File: config.mk
export PLATFORM = sky130hd
export DESIGN_NAME = step_resp_meas
export DESIGN_NICKNAME = d
export VERILOG_FILES = /design/src/rtl/step_resp_meas.sv
export SDC_FILE = /design/constraint.sdc
export NUM_CORES = 1
export LEC_CHECK = 0
export CORE_MARGIN = 2
export CORE_UTILIZATION = 30
export DETAILED_ROUTE_END_ITERATION = 10
export DONT_BUFFER_PORTS = 1
export MAX_ROUTING_LAYER = met4
export PLACE_DENSITY_LB_ADDON = 0.12
export SLEW_MARGIN = 30
export SYNTH_ARGS = -nofsm -noshare
export SYNTH_HDL_FRONTEND = slang
export SYNTH_SLANG_ARGS = --single-unit
File: constraint.sdc
create_clock -name clk -period 15.2 [get_ports clk]
set_input_delay 4.56 -clock clk [delete_from_list [all_inputs] [get_ports clk]]
set_output_delay 4.56 -clock clk [all_outputs]
set_load 0.01 [all_outputs]
File: src/rtl/step_resp_meas.sv
// Step-response meter: latches a baseline, then measures 12.5%->87.5% rise time and settling time.
// Define STEP_OVERSHOOT_EN to add peak-overshoot tracking; otherwise overshoot reads 0.
module step_resp_meas #(
  parameter int unsigned W           = 21,
  parameter int unsigned CW          = 16,
  parameter int unsigned TOL         = 16,
  parameter int unsigned SETTLE_HOLD = 4,
  parameter int unsigned MAX_SAMPLES = 4096
) (
  input  logic          clk,
  input  logic          rst_n,
  input  logic          arm,
  input  logic [W-1:0]  target,
  input  logic          sample_valid,
  input  logic [W-1:0]  sample,
  output logic          busy,
  output logic          done,
  output logic          timed_out,
  output logic [CW-1:0] rise_cycles,
  output logic [CW-1:0] settle_cycles,
  output logic [W-1:0]  overshoot
);

  localparam int unsigned   SCW    = $clog2(MAX_SAMPLES + 1);
  localparam int unsigned   HCW    = $clog2(SETTLE_HOLD + 1);
  localparam logic [CW-1:0] CntMax = {CW{1'b1}};
  localparam logic [W:0]    TolV   = (W+1)'(TOL);

  typedef enum logic [2:0] {StIdle, StArmed, StWait, StRise, StSettle, StDone} state_e;

  state_e         state_q, state_d;
  logic [W-1:0]   target_q, target_d, base_q, base_d;
  logic [SCW-1:0] scnt_q, scnt_d;
  logic [CW-1:0]  rise_cnt_q, rise_cnt_d, settle_cnt_q, settle_cnt_d;
  logic [CW-1:0]  run_start_q, run_start_d, rise_q, rise_d, settle_q, settle_d;
  logic [HCW-1:0] run_q, run_d;
  logic           timed_out_q, timed_out_d, done_q, done_d;

  logic signed [W:0] delta_raw, d_raw, delta_n, d_n, lo, hi, err;
  logic [W:0]        err_abs;
  logic [W-1:0]      ov_now;
  logic              in_band, above, hi_cross, settled, ov_clr, ov_track, ov_unmeas;

  function automatic logic [CW-1:0] sat_inc(input logic [CW-1:0] v);
    return (v == CntMax) ? v : v + CW'(1);
  endfunction

  // Everything is compared in a frame where the step is positive.
  always_comb begin
    delta_raw = $signed({1'b0, target_q}) - $signed({1'b0, base_q});
    d_raw     = $signed({1'b0, sample}) - $signed({1'b0, base_q});
    delta_n   = delta_raw[W] ? -delta_raw : delta_raw;
    d_n       = delta_raw[W] ? -d_raw : d_raw;
    lo        = delta_n >>> 3;
    hi        = delta_n - lo;
    err       = $signed({1'b0, sample}) - $signed({1'b0, target_q});
    err_abs   = err[W] ? -err : err;
    in_band   = err_abs <= TolV;
    above     = d_n > delta_n;
    ov_now    = W'(d_n - delta_n);
  end

  always_comb begin
    state_d      = state_q;
    target_d     = target_q;
    base_d       = base_q;
    scnt_d       = scnt_q;
    rise_cnt_d   = rise_cnt_q;
    settle_cnt_d = settle_cnt_q;
    run_d        = run_q;
    run_start_d  = run_start_q;
    rise_d       = rise_q;
    settle_d     = settle_q;
    timed_out_d  = timed_out_q;
    done_d       = 1'b0;
    hi_cross     = 1'b0;
    settled      = 1'b0;
    ov_clr       = 1'b0;
    ov_track     = 1'b0;
    ov_unmeas    = 1'b0;
    unique case (state_q)
      StIdle, StDone: begin
        if (arm) begin
          state_d     = StArmed;
          target_d    = target;
          rise_d      = '0;
          settle_d    = '0;
          timed_out_d = 1'b0;
          ov_clr      = 1'b1;
        end
      end
      StArmed: begin
        if (sample_valid) begin
          base_d = sample;
          scnt_d = '0;
          if (sample == target_q) begin
            state_d = StDone;
            done_d  = 1'b1;
          end else begin
            state_d = StWait;
          end
        end
      end
      StWait, StRise, StSettle: begin
        if (sample_valid) begin
          scnt_d = scnt_q + SCW'(1);
          if (state_q == StSettle) begin
            ov_track     = 1'b1;
            settle_cnt_d = sat_inc(settle_cnt_q);
            if (in_band) begin
              run_d = run_q + HCW'(1);
              if (run_q == '0) run_start_d = settle_cnt_d;
              if (run_d == HCW'(SETTLE_HOLD)) begin
                settled  = 1'b1;
                state_d  = StDone;
                done_d   = 1'b1;
                settle_d = run_start_d;
              end
            end else begin
              run_d = '0;
            end
          end else begin
            rise_cnt_d = (state_q == StRise) ? sat_inc(rise_cnt_q) : '0;
            if (d_n >= hi) begin
              hi_cross     = 1'b1;
              ov_track     = 1'b1;
              state_d      = StSettle;
              rise_d       = rise_cnt_d;
              settle_cnt_d = '0;
              run_d        = '0;
            end else if (state_q == StWait && d_n >= lo) begin
              state_d = StRise;
            end
          end
          // Settling on the last allowed sample wins over the timeout.
          if (!settled && scnt_d == SCW'(MAX_SAMPLES)) begin
            state_d     = StDone;
            done_d      = 1'b1;
            timed_out_d = 1'b1;
            settle_d    = CntMax;
            if (!hi_cross && state_q != StSettle) begin
              rise_d    = CntMax;
              ov_unmeas = 1'b1;
            end
          end
        end
      end
      default: state_d = StIdle;
    endcase
  end

  always_ff @(posedge clk or negedge rst_n) begin
    if (!rst_n) begin
      state_q      <= StIdle;
      target_q     <= '0;
      base_q       <= '0;
      scnt_q       <= '0;
      rise_cnt_q   <= '0;
      settle_cnt_q <= '0;
      run_q        <= '0;
      run_start_q  <= '0;
      rise_q       <= '0;
      settle_q     <= '0;
      timed_out_q  <= 1'b0;
      done_q       <= 1'b0;
    end else begin
      state_q      <= state_d;
      target_q     <= target_d;
      base_q       <= base_d;
      scnt_q       <= scnt_d;
      rise_cnt_q   <= rise_cnt_d;
      settle_cnt_q <= settle_cnt_d;
      run_q        <= run_d;
      run_start_q  <= run_start_d;
      rise_q       <= rise_d;
      settle_q     <= settle_d;
      timed_out_q  <= timed_out_d;
      done_q       <= done_d;
    end
  end

`ifdef STEP_OVERSHOOT_EN
  logic [W-1:0] ov_q;

  always_ff @(posedge clk or negedge rst_n) begin
    if (!rst_n) begin
      ov_q <= '0;
    end else if (ov_clr) begin
      ov_q <= '0;
    end else if (ov_unmeas) begin
      ov_q <= '1;
    end else if (ov_track && above && ov_now > ov_q) begin
      ov_q <= ov_now;
    end
  end

  assign overshoot = ov_q;
`else
  logic unused_ov;
  assign unused_ov = ^{ov_clr, ov_track, ov_unmeas, above, ov_now};
  assign overshoot = '0;
`endif

  assign busy          = (state_q == StArmed) || (state_q == StWait) ||
                         (state_q == StRise) || (state_q == StSettle);
  assign done          = done_q;
  assign timed_out     = timed_out_q;
  assign rise_cycles   = rise_q;
  assign settle_cycles = settle_q;

endmodule

-- Yosys cells after proc, flatten, opt, wreduce, memory -nomap -nowiden
Cells that the tools add are included.
- bits of input ports: 46
- register bits: 143
- word-level logic and storage cells: 130
- output and inout bits: 56
- equal/unequal tests: 21
- order comparisons: 3
- bitwise gates (word level): 1
- reductions and logical operators: 25
- mux-type cells: 57
- $add $sub $neg: 11
- operator list (operator ; count):
    $mux 16 ; 17
    $mux 22 ; 3
    $neg 22->22 ; 3
    $sub 21x21->22 ; 3
    $pmux 16 s2 ; 2
    $mux 3 ; 13
    $add 16x1->16 const B ; 2
    $eq 16x16->1 const B ; 2
    $mux 13 ; 2
    $pmux 13 s2 ; 1
    $ge 22x19->1 ; 1
    $ge 22x22->1 ; 1
    $le 22x5->1 const B ; 1
    $sub 22x19->22 ; 1
    $eq 21x21->1 ; 1
    $mux 1 ; 16
    $add 13x1->13 const B ; 1
    $eq 13x13->1 const B ; 1
    $ne 3x3->1 const B ; 4
    $reduce_and 3->1 ; 4
    $reduce_and 6->1 ; 2
    $eq 3x3->1 const B ; 3
    $pmux 3 s3 ; 1
    $ne 2x2->1 const B ; 4
    other kinds (16) ; 29

-- Depth between registers and ports, before layout
Gate-level depths: netlist (run 1).
- depth after elaboration: 15
- depth in mapped cells: 40
- depth with buffers taken out: 35

-- Least setup slack after synthesis (run 1)
OpenSTA, ideal clock, no wires.
- kind: input to register
- start point: input port sample[0]
- end point: register rise_q[15], in the netlist rise_cycles[15]
- library setup time: 68 ps
- arrival time: 9553 ps
- required time: 15132 ps
- setup slack: 5579 ps
- stages on the path: 25
- path buffers: 2
- cell sequence: inv_1 ha_1 inv_1 fa_1 a211oi_1 nor2_1 o21ai_0 a32oi_1 a311o_1 or4_1 nor4_2 nor2_1 xor2_1 ha_1 nand4_1 nand2b_1 o41a_1 o2111ai_1 nand2_1 and4_1 a21oi_1 and3_1 buf_4 buf_6 o221a_1
- cells in the longest elaborated chain, start to end: 14
- RTL lines (element ; RTL line ; source):
    start, declared ; 15 ; input logic [W-1:0] sample,
    $sub 21x21->22 ; 51 ; d_raw = $signed({1'b0, sample}) - $signed({1'b0, base_q});
    $neg 22->22 ; 53 ; d_n = delta_raw[W] ? -d_raw : d_raw;
    $mux 22 ; 53 ;
    $ge 22x22->1 ; 124 ; if (d_n >= hi) begin
    $mux 1 ; -- ;
    $mux 1 ; 107 ; if (state_q == StSettle) begin
    $mux 1 ; 105 ; if (sample_valid) begin
    $mux 1 ; 81 ; unique case (state_q)
    $logic_not 1->1 ; 141 ; if (!hi_cross && state_q != StSettle) begin
    $logic_and 1x1->1 ; 141 ;
    $mux 16 ; 141 ;
    $mux 16 * ; 136 ; if (!settled && scnt_d == SCW'(MAX_SAMPLES)) begin
    $mux 16 * ; 105 ;
    $pmux 16 s2 * ; 81 ;
    end signal, assigned ; 175 ; rise_q <= rise_d;
    end, declared ; 35 ; logic [CW-1:0] run_start_q, run_start_d, rise_q, rise_d, settle_q, settle_d;
Mark *: on every way between the ends. The rest lies on a longest branch, timed or not. The select of a mux whose other input is x is not followed.
A chain may end at the register's enable or synchronous reset.

-- Worst setup path after layout (run 1)
- start point: input port sample[0]
- end point: register rise_q[4], in the netlist rise_cycles[4]
The elaborated chain is that of the path after synthesis.

==> reports/results.ini, run 1 <==
[power]
combPwrFrac = 0.119
power_mw = 1.01
seqPwrFrac = 0.397
p_switching_mw = 0.278
p_clk_frac = 0.484
vdd_drop_max_v = 0.0000702
p_sw_frac = 0.275
leakagePower_nw = 6.90
power_density_nw_per_um2 = 62.7
p_int_mw = 0.732

[timing]
grt_setup_unrepaired = false
maxSlewViolCount = 0
fin_crit_sh = 0.673
final-hold-violation-count = 0
tightest_slew_ps = 890
min_period_ps = 10230
setup_ws_ps = 4970
slew_headroom = 0.402
tns_ps = 0
whs_ps = 497
finClkSkew_ps = 24.1
finalSetupViolCount = 0
timing.fmax_mhz = 97.7

[clock_tree]
clk_path_buf_depth = 2
clkTransAtPathRegs_ps = 60
cts_tree = done
numCtsBuffers = 17
clock_latency_ps = 490
cts.sinks = 143
postCtsSetupRepairBufs = 0
ctsHoldBuffers = 0
cts_max_level = 4
cts_root_buf = clkbuf_16
cts_resized = 0

[cells_and_area]
final_cells = 2476
antenna_cells = 0
layout-drive-gt1-share = 0.0762
final_cell_area_um2 = 16100
final_net_count = 1978
area_delta_synth_final_pct = 7.71
fillCellCount = 5254
utilization = 0.328

[placement]
dpl.hpwl_mm = 35.0
placed_area_um2 = 15500
preCtsSetupSlack_ps = 4540
gp_congestion = 0.872
port_buffers = 0
place_inst = 2444

[drt]
ant_nets = 0
drc = 0
drtPass1Iterations = 5
wl_per_cell_um = 18.1
drt_iter0_markers = 810
via_per_inst = 5.35
num_vias = 13300
wl_mm = 44.7

[grt]
grt_pass1_vias = 12700
antenna_found_initial = 0
grt-ovfl-total = 0
grt_pass1_wl_mm = 71.5
grt_max_degree = 144
grt_usage = 0.183

[synthesis]
synth-edff-count = 0
yosys_warnings = 0
syn_area_um2 = 15000
ys_top_cells_by_count = 179 x nand2_1, 149 x o21ai_0, 143 x dfrtp_1, 143 x nor2_1, 129 x ha_1
synthFlopType = dfrtp_1
ys_ff_latch = 143
syn_inst = 1849
seq_area_frac_synth = 0.239
yosys.cell_types.count = 106
synthDominantCellAreaShare = 0.239
synth_top_area_cell = dfrtp_1
syn_area_per_cell_um2 = 8.09
synth_area_leaders = dfrtp_1 24%, ha_1 11%, o21ai_0 5.0%
synth-async-reset-ratio = 1.00
synth_most_common_cell = nand2_1

[setup_path]
arrival_ps = 10640
reg2reg_to = rise_cycles[4]
critPathCaptureType = flop
start_kind = input pin
r2r_slack_ps = 6320
crit_required_ps = 15610
critPathMaxFanout = 17
critPathKind = input pin to flop
startpoint = sample[0]
rr_worst_depth = 36
r2r-start = base_q[12]

[die]
dieArea_um2 = 51700
row_count = 81
num_io_pins = 102
die_h_um = 227
dieWidth_um = 227
initial_core_util = 0.305
core_area_um2 = 49100

[min_path]
hold_path.startpoint = run_start_q[0]
hold_depth = 1
min_to = run_start_q[0]
hold_class = flop to flop

[outcome]
status = finished, final reports clean

[flow_run]
drv_cap = 0

==> power by group through the flow <==
stage          clock network, mW  logic [mW]  registers [mW]
3_3_place_gp                   0       0.118           0.407
6_report                   0.489       0.120           0.400
4_1_cts                    0.506       0.120           0.400
3_5_place_dp                   0       0.119           0.407
5_1_grt                    0.520       0.137           0.402
2_1_floorplan                  0      0.0990           0.403
==> placed cells by master, fill, tap and decap left out, types with 22 or more instances in the layout <==
cell / n
o21a_1: 27
a21oi_1: 93
a21o_1: 46
inv_1: 105
nor3_1: 43
and3_1: 25
nand4_1: 25
ha_1: 129
dfrtp_1: 143
nand2_1: 177
o31ai_1: 22
nor2_1: 143
xor2_1: 49
o21ai_0: 148
xnor2_1: 75
nand3_1: 51
==> registers in the layout, indices dropped and copies added (netlist names), 13 cells and up <==
| signal | flops |
|---|---|
| run_start_q | 16 |
| rise_cnt_q | 16 |
| rise_cycles | 16 |
| settle_cycles | 16 |
| scnt_q | 13 |
| settle_cnt_q | 16 |
| base_q | 21 |
| target_q | 21 |
==> critical path: stages <==
cell and delay (ps):
inv_1 130, ha_1 190, inv_1 50, fa_1 420
a211oi_1 360, nor2_1 120, o21ai_0 310, a32oi_1 120
a311o_1 440, nor4_1 470, nand4_1 360, and3_1 300
or2_2 280, ha_1 280, nand4_1 90, nand2b_1 160
o41a_1 400, o2111ai_1 160, nand2_1 160, and4_1 220
a21oi_1 160, and3_1 600, o221a_2 290
==> area by class of cell <==
cell class	instances	area (um^2)	area share
multi-input combinational	1523	10600	0.657
clock buffer	19	443	0.0275
clock inverter	13	210	0.0130
sequential	143	3580	0.222
inverter	106	398	0.0247
tap	664	831	0.0516
timing repair buffer	8	60.1	0.00373
==> logic make-up (layout without fill, tap and decap cells) <==
logic type / Yosys count / in the layout / synth area share
AOI/OAI and AO/OA: 580 / 580 / 0.275
xor gates and xnor gates: 126 / 126 / 0.0748
adders and majority gates: 136 / 136 / 0.115
buffers and inverters: 203 / 146 / 0.0583
DFF: 143 / 143 / 0.239
muxes: 31 / 31 / 0.0246
other: 1 / 21 / 0.000251
and+or+nand+nor: 629 / 629 / 0.213
==> metal layers <==
metal | share of wire | GRT usage | up-vias
met5 | 0 | - | -
met4 | 0.025 | 0.0639 | 0
met3 | 0.034 | 0.0324 | 49
met2 | 0.44 | 0.274 | 204
met1 | 0.50 | 0.248 | 6312
li1 | - | - | 6685
==> worst max path at each step <==
stage,to,slack (ps),depth (start not counted)
3_3_place_gp,rise_cycles[5],4640,23
2_1_floorplan,rise_cycles[15],5580,25
3_5_place_dp,rise_cycles[2],4540,23
6_report,rise_cycles[4],4970,23
4_1_cts,rise_cycles[4],5050,23
5_1_grt,rise_cycles[10],4460,23
Note: power is estimated with default switching activity, not from simulation.
==> inputs of run 2 (changes only) <==
- clock period: 15.2 -> 9.9 ns (I/O delays scaled with it)
==> reports/results.ini, run 2 (synthesis gave the netlist of run 1 again) <==
[outcome]
status = finished, final reports clean  ; unchanged

[drt]
drt_iter0_markers = 723  ; was 810
wl_per_cell_um = 18.1  ; about the same
via_per_inst = 5.37  ; was 5.35
ant_nets = 0  ; unchanged
num_vias = 13300  ; about the same
drtPass1Iterations = 6  ; was 5
drc = 0  ; unchanged
wl_mm = 44.9  ; was 44.7 mm

[power]
leakagePower_nw = 6.88  ; was 6.90 nW
p_int_mw = 1.05  ; was 0.732 mW
p_switching_mw = 0.413  ; was 0.278 mW
p_clk_frac = 0.453  ; was 0.484
p_sw_frac = 0.283  ; was 0.275
combPwrFrac = 0.126  ; was 0.119
vdd_drop_max_v = 0.000137  ; was 0.0000702 V
power_mw = 1.46  ; was 1.01 mW
seqPwrFrac = 0.420  ; was 0.397
power_density_nw_per_um2 = 91.1  ; was 62.7 nW/um^2

[setup_path]
reg2reg_to = rise_cycles[4]  ; unchanged
cp-endpoint = rise_cycles[4]  ; unchanged
critPathKind = flop to flop  ; was input pin to flop
start_kind = flop  ; was input pin
critPathMaxFanout = 17  ; unchanged
r2r-start = target_q[12]  ; was base_q[12]
crit_required_ps = 10310  ; was 15,610 ps
critPathSlowestCell = and3_1  ; unchanged
arrival_ps = 9040  ; was 10,640 ps
startpoint = target_q[12]  ; was sample[0]
cp_slowest_stage_delay_ps = 580  ; was 600 ps
r2r_slack_ps = 1270  ; was 6320 ps
critPathCaptureType = flop  ; unchanged
rr_worst_depth = 34  ; was 36

[die]
core_area_um2 = 49100  ; unchanged
die_h_um = 227  ; unchanged
initial_core_util = 0.305  ; unchanged
dieWidth_um = 227  ; unchanged
num_io_pins = 102  ; unchanged
dieArea_um2 = 51700  ; unchanged
row_count = 81  ; unchanged

[grt]
grt_pass1_wl_mm = 72.2  ; was 71.5 mm
grt-ovfl-total = 0  ; unchanged
grt_pass1_vias = 12900  ; was 12.7k
grt_usage = 0.184  ; was 0.183
grt_max_degree = 144  ; unchanged
antenna_found_initial = 0  ; unchanged

[clock_tree]
ctsHoldBuffers = 0  ; unchanged
cts.sinks = 143  ; unchanged
cts_root_buf = clkbuf_16  ; unchanged
clk_path_buf_depth = 2  ; unchanged
cts_tree = done  ; unchanged
cts_resized = 0  ; unchanged
numCtsBuffers = 17  ; unchanged
clkTransAtPathRegs_ps = 70  ; was 60 ps
clock_latency_ps = 480  ; was 490 ps
postCtsSetupRepairBufs = 0  ; unchanged
cts_max_level = 4  ; unchanged

[timing]
slew_headroom = 0.463  ; was 0.402
maxSlewViolCount = 0  ; unchanged
grt_setup_unrepaired = false  ; unchanged
finalSetupViolCount = 0  ; unchanged
tightest_slew_ps = 798  ; was 890 ps
whs_ps = 506  ; was 497 ps
timing.fmax_mhz = 116
final-hold-violation-count = 0  ; unchanged
fin_crit_sh = 0.872
finClkSkew_ps = 14.0  ; was 24.1 ps
tns_ps = 0  ; unchanged
min_period_ps = 8630

[cells_and_area]
largestRegisters = base_q: 21 flops, target_q: 21 flops  ; unchanged
layout-drive-gt1-share = 0.0761  ; was 0.0762
mostFrequentLayoutCells = 177 x nand2_1, 148 x o21ai_0, 143 x nor2_1, 143 x dfrtp_1, 129 x ha_1  ; unchanged
final_net_count = 1980  ; was 1,978
antenna_cells = 0  ; unchanged
area_delta_synth_final_pct = 7.34  ; was 7.71%
mostFrequentLayoutCell = nand2_1  ; unchanged

[placement]
port_buffers = 0  ; unchanged
gp_congestion = 0.875  ; was 0.872
dpl.hpwl_mm = 35.4  ; was 35.0 mm

[min_path]
hold_depth = 1  ; unchanged
hold_class = flop to flop  ; unchanged

[flow_run]
drv_cap = 0  ; unchanged

[run 2: cell types whose count changed in the layout (fill, tap and decap cells not counted), sizes merged]
cell,delta
bufinv,-3
clkinvlp,-1
clkinv,+2
buf,+2
clkbuf,+2
[run 2: layout make-up]
| class | instances | area (um^2) |
|---|---|---|
| tap | 664 | 831 |
| fill | 5246 | 33000 |
| clock inverter | 11 | 133 |
| inverter | 106 | 398 |
| clock buffer | 21 | 450 |
| multi-input combinational | 1523 | 10600 |
| sequential | 143 | 3580 |
| timing repair buffer | 10 | 75.1 |
[run 2: how the worst min path moves through the flow]
stage / from / end
global route: run_start_q[5] / run_start_q[5]
floorplan: run_start_q[0] / run_start_q[0]
CTS: run_q[0] / run_q[0]
finish: run_start_q[3] / run_start_q[3]
global placement: run_start_q[0] / run_start_q[0]
detailed placement: run_start_q[12] / run_start_q[12]
[run 2: layer usage]
| layer | track usage | part of all wire |
|---|---|---|
| met1 | 0.250 | 0.50 |
| met3 | 0.0337 | 0.037 |
| met2 | 0.275 | 0.44 |
| met4 | 0.0614 | 0.024 |
| met5 | - | 0 |
[run 2: power by group through the flow]
stage	registers, mW	clock network [mW]	logic, mW
final	0.615	0.663	0.185
after global routing	0.617	0.705	0.211
after CTS	0.614	0.688	0.185
after detailed placement	0.625	0	0.184
after global placement	0.625	0	0.182
after floorplan	0.619	0	0.152
[run 2: worst max-delay path, delay by kind of cell (launching register included)]
kind	cells	cell delay (ps)
AO/OA/AOI/OAI	19	4720
AND/OR/NAND/NOR	6	1220
adder cells (fa/ha/maj)	6	1750
buffers and inverters	1	50
flip-flops	1	390
XOR/XNOR	2	410
[run 2: stage by stage]
step	cell area (um^2)	util	instances	setup WS, ps
finish	16100	0.327	2478	1270
global route	16100	0.327	2478	551
CTS	16100	0.327	2478	1240
detailed placement	15500	0.315	2446	887
global placement	15500	0.315	2445	998
floorplan	15000	-	1869	1870
==> inputs of run 3 (changes only) <==
--- a/config.mk
+++ b/config.mk
@@ -6,4 +6,6 @@
 export NUM_CORES = 1
 export LEC_CHECK = 0
+export CELL_PAD_IN_SITES_DETAIL_PLACEMENT = 0
+export CELL_PAD_IN_SITES_GLOBAL_PLACEMENT = 1
 export CORE_MARGIN = 2
 export CORE_UTILIZATION = 30
==> constraint.sdc (replaced) <==
create_clock -name clk -period 9.9 [get_ports clk]
set_input_delay 1.98 -clock clk [delete_from_list [all_inputs] [get_ports clk]]
set_output_delay 1.98 -clock clk [all_outputs]
set_load 0.01 [all_outputs]
==> reports/results.ini, run 3 (synthesis gave the netlist of run 1 again) <==
[outcome]
status = finished, final reports clean  ; unchanged

[timing]
final-hold-violation-count = 0  ; unchanged
finClkSkew_ps = 12.9  ; was 14.0 ps
finalSetupViolCount = 0  ; unchanged
tns_ps = 0  ; unchanged
maxSlewViolCount = 0  ; unchanged
tightest_slew_ps = 914  ; was 798 ps
min_period_ps = 8620  ; was 8630 ps
fin_crit_sh = 0.870  ; was 0.872
slew_headroom = 0.387  ; was 0.463
timing.fmax_mhz = 116  ; about the same
grt_setup_unrepaired = false  ; unchanged

[min_path]
min_to = run_start_q[1]  ; was run_start_q[3]
hold_depth = 1  ; unchanged
hold_path.startpoint = run_start_q[1]  ; was run_start_q[3]
hold_class = flop to flop  ; unchanged

[clock_tree]
clk_path_buf_depth = 2  ; unchanged
clock_latency_ps = 470  ; was 480 ps
cts_tree = done  ; unchanged
cts_max_level = 4  ; unchanged
ctsHoldBuffers = 0  ; unchanged
cts.sinks = 143  ; unchanged
clkTransAtPathRegs_ps = 70  ; about the same
numCtsBuffers = 17  ; unchanged
cts_resized = 0  ; unchanged
cts_root_buf = clkbuf_16  ; unchanged
postCtsSetupRepairBufs = 0  ; unchanged

[drt]
ant_nets = 0  ; unchanged
drc = 0  ; unchanged
wl_per_cell_um = 18.7  ; was 18.1 um
drtPass1Iterations = 5  ; was 6
wl_mm = 46.4  ; was 44.9 mm
drt_iter0_markers = 868  ; was 723
via_per_inst = 5.38  ; was 5.37
num_vias = 13300  ; about the same

[cells_and_area]
largestRegisters = base_q: 21 flops, target_q: 21 flops  ; unchanged
area_delta_synth_final_pct = 7.16  ; was 7.34%
mostFrequentLayoutCell = nand2_1  ; unchanged
layout-drive-gt1-share = 0.0762  ; was 0.0761
mostFrequentLayoutCells = 177 x nand2_1, 148 x o21ai_0, 143 x nor2_1, 143 x dfrtp_1, 129 x ha_1  ; unchanged
final_net_count = 1978  ; was 1,980
fillCellCount = 5288  ; was 5,246
antenna_cells = 0  ; unchanged

[die]
die_h_um = 227  ; unchanged
row_count = 81  ; unchanged
initial_core_util = 0.305  ; unchanged
num_io_pins = 102  ; unchanged
dieArea_um2 = 51700  ; unchanged
core_area_um2 = 49100  ; unchanged
dieWidth_um = 227  ; unchanged

[setup_path]
rr_worst_depth = 34  ; unchanged
critPathSlowestCell = and3_1  ; unchanged
r2r-start = target_q[12]  ; unchanged
start_kind = flop  ; unchanged
critPathCaptureType = flop  ; unchanged
worst-path-buf-inv = 1  ; unchanged
critPathKind = flop to flop  ; unchanged
cp_slowest_stage_delay_ps = 620  ; was 580 ps
crit_required_ps = 10300  ; was 10,310 ps
critPathMaxFanout = 17  ; unchanged
reg2reg_to = rise_cycles[13]  ; was rise_cycles[4]
cpLargestDelayFamily = compound AO/OA/AOI/OAI gates  ; unchanged
arrival_ps = 9020  ; was 9040 ps
r2r_slack_ps = 1280  ; was 1270 ps

[placement]
dpl.hpwl_mm = 36.4  ; was 35.4 mm
port_buffers = 0  ; unchanged
gp_congestion = 0.838  ; was 0.875

[power]
power_density_nw_per_um2 = 90.3  ; was 91.1 nW/um^2
power_mw = 1.45  ; was 1.46 mW
vdd_drop_max_v = 0.000126  ; was 0.000137 V
leakagePower_nw = 6.86  ; was 6.88 nW

[grt]
grt_max_degree = 144  ; unchanged
grt_pass1_wl_mm = 73.4  ; was 72.2 mm
grt_pass1_vias = 12700  ; was 12.9k
grt_usage = 0.189  ; was 0.184
grt-ovfl-total = 0  ; unchanged
antenna_found_initial = 0  ; unchanged

[flow_run]
drv_cap = 0  ; unchanged

-- run 3: cell types whose count changed in the layout (fill, tap and decap cells not counted), sizes merged --
cell,delta
clkbuf,-1
clkinv,-1
buf,-2
clkinvlp,+3
bufinv,-1
-- run 3: worst max path at each step --
| stage | from | end | slack (ps) | cells past startpoint |
|---|---|---|---|---|
| 3_5_place_dp | target_q[12] | rise_cycles[2] | 1300 | 34 |
| 5_1_grt | base_q[12] | rise_cycles[9] | 610 | 35 |
| 2_1_floorplan | target_q[12] | rise_cycles[15] | 2090 | 39 |
| 3_3_place_gp | target_q[12] | rise_cycles[0] | 1490 | 34 |
| 6_report | target_q[12] | rise_cycles[13] | 1280 | 34 |
| 4_1_cts | target_q[12] | rise_cycles[13] | 1260 | 34 |
-- run 3: per-layer routing --
| layer | vias up | share of wire | global-route usage |
|---|---|---|---|
| met2 | 205 | 0.43 | 0.275 |
| met5 | - | 0 | - |
| li1 | 6682 | - | - |
| met4 | 0 | 0.019 | 0.0531 |
| met3 | 35 | 0.034 | 0.0330 |
| met1 | 6389 | 0.52 | 0.267 |
-- run 3: worst reg2reg max path: cells and delay by family (launching register included) --
kind            cells  cell delay (ps)
compound gates     19             4710
fa+ha+maj           6             1750
simple gates        6             1250
flops               1              390
xor+xnor            2              380
buf+inv             1               60
-- run 3: cell type report --
type	count	area (um^2)	share of cell area
Multi-Input combinational cell	1523	10600	0.661
Tap cell	664	831	0.0518
Inverter	106	398	0.0248
Clock inverter	12	110	0.00687
Sequential cell	143	3580	0.223
Clock buffer	20	457	0.0285
Timing Repair Buffer	8	63.8	0.00398
-- run 3: per-stage QoR --
| stage | area (um^2) | cells | setup slack [ps] | utilization | hold WS (ps) |
|---|---|---|---|---|---|
| final | 16000 | 2476 | 1280 | 0.327 | 507 |
| after global routing | 16000 | 2476 | 605 | 0.327 | 520 |
| after CTS | 16000 | 2476 | 1260 | 0.327 | 511 |
| after detailed placement | 15500 | 2444 | 1300 | 0.315 | 487 |
| after global placement | 15400 | 2443 | 1490 | 0.315 | 482 |
| after floorplan | 15000 | 1869 | 2090 | - | 465 |
-- run 3: where the power goes --
| part | internal, mW | switching, mW |
|---|---|---|
| combinational | 0.0736 | 0.113 |
| sequential | 0.596 | 0.0187 |
| clock | 0.359 | 0.288 |
| total | 1.03 | 0.419 |
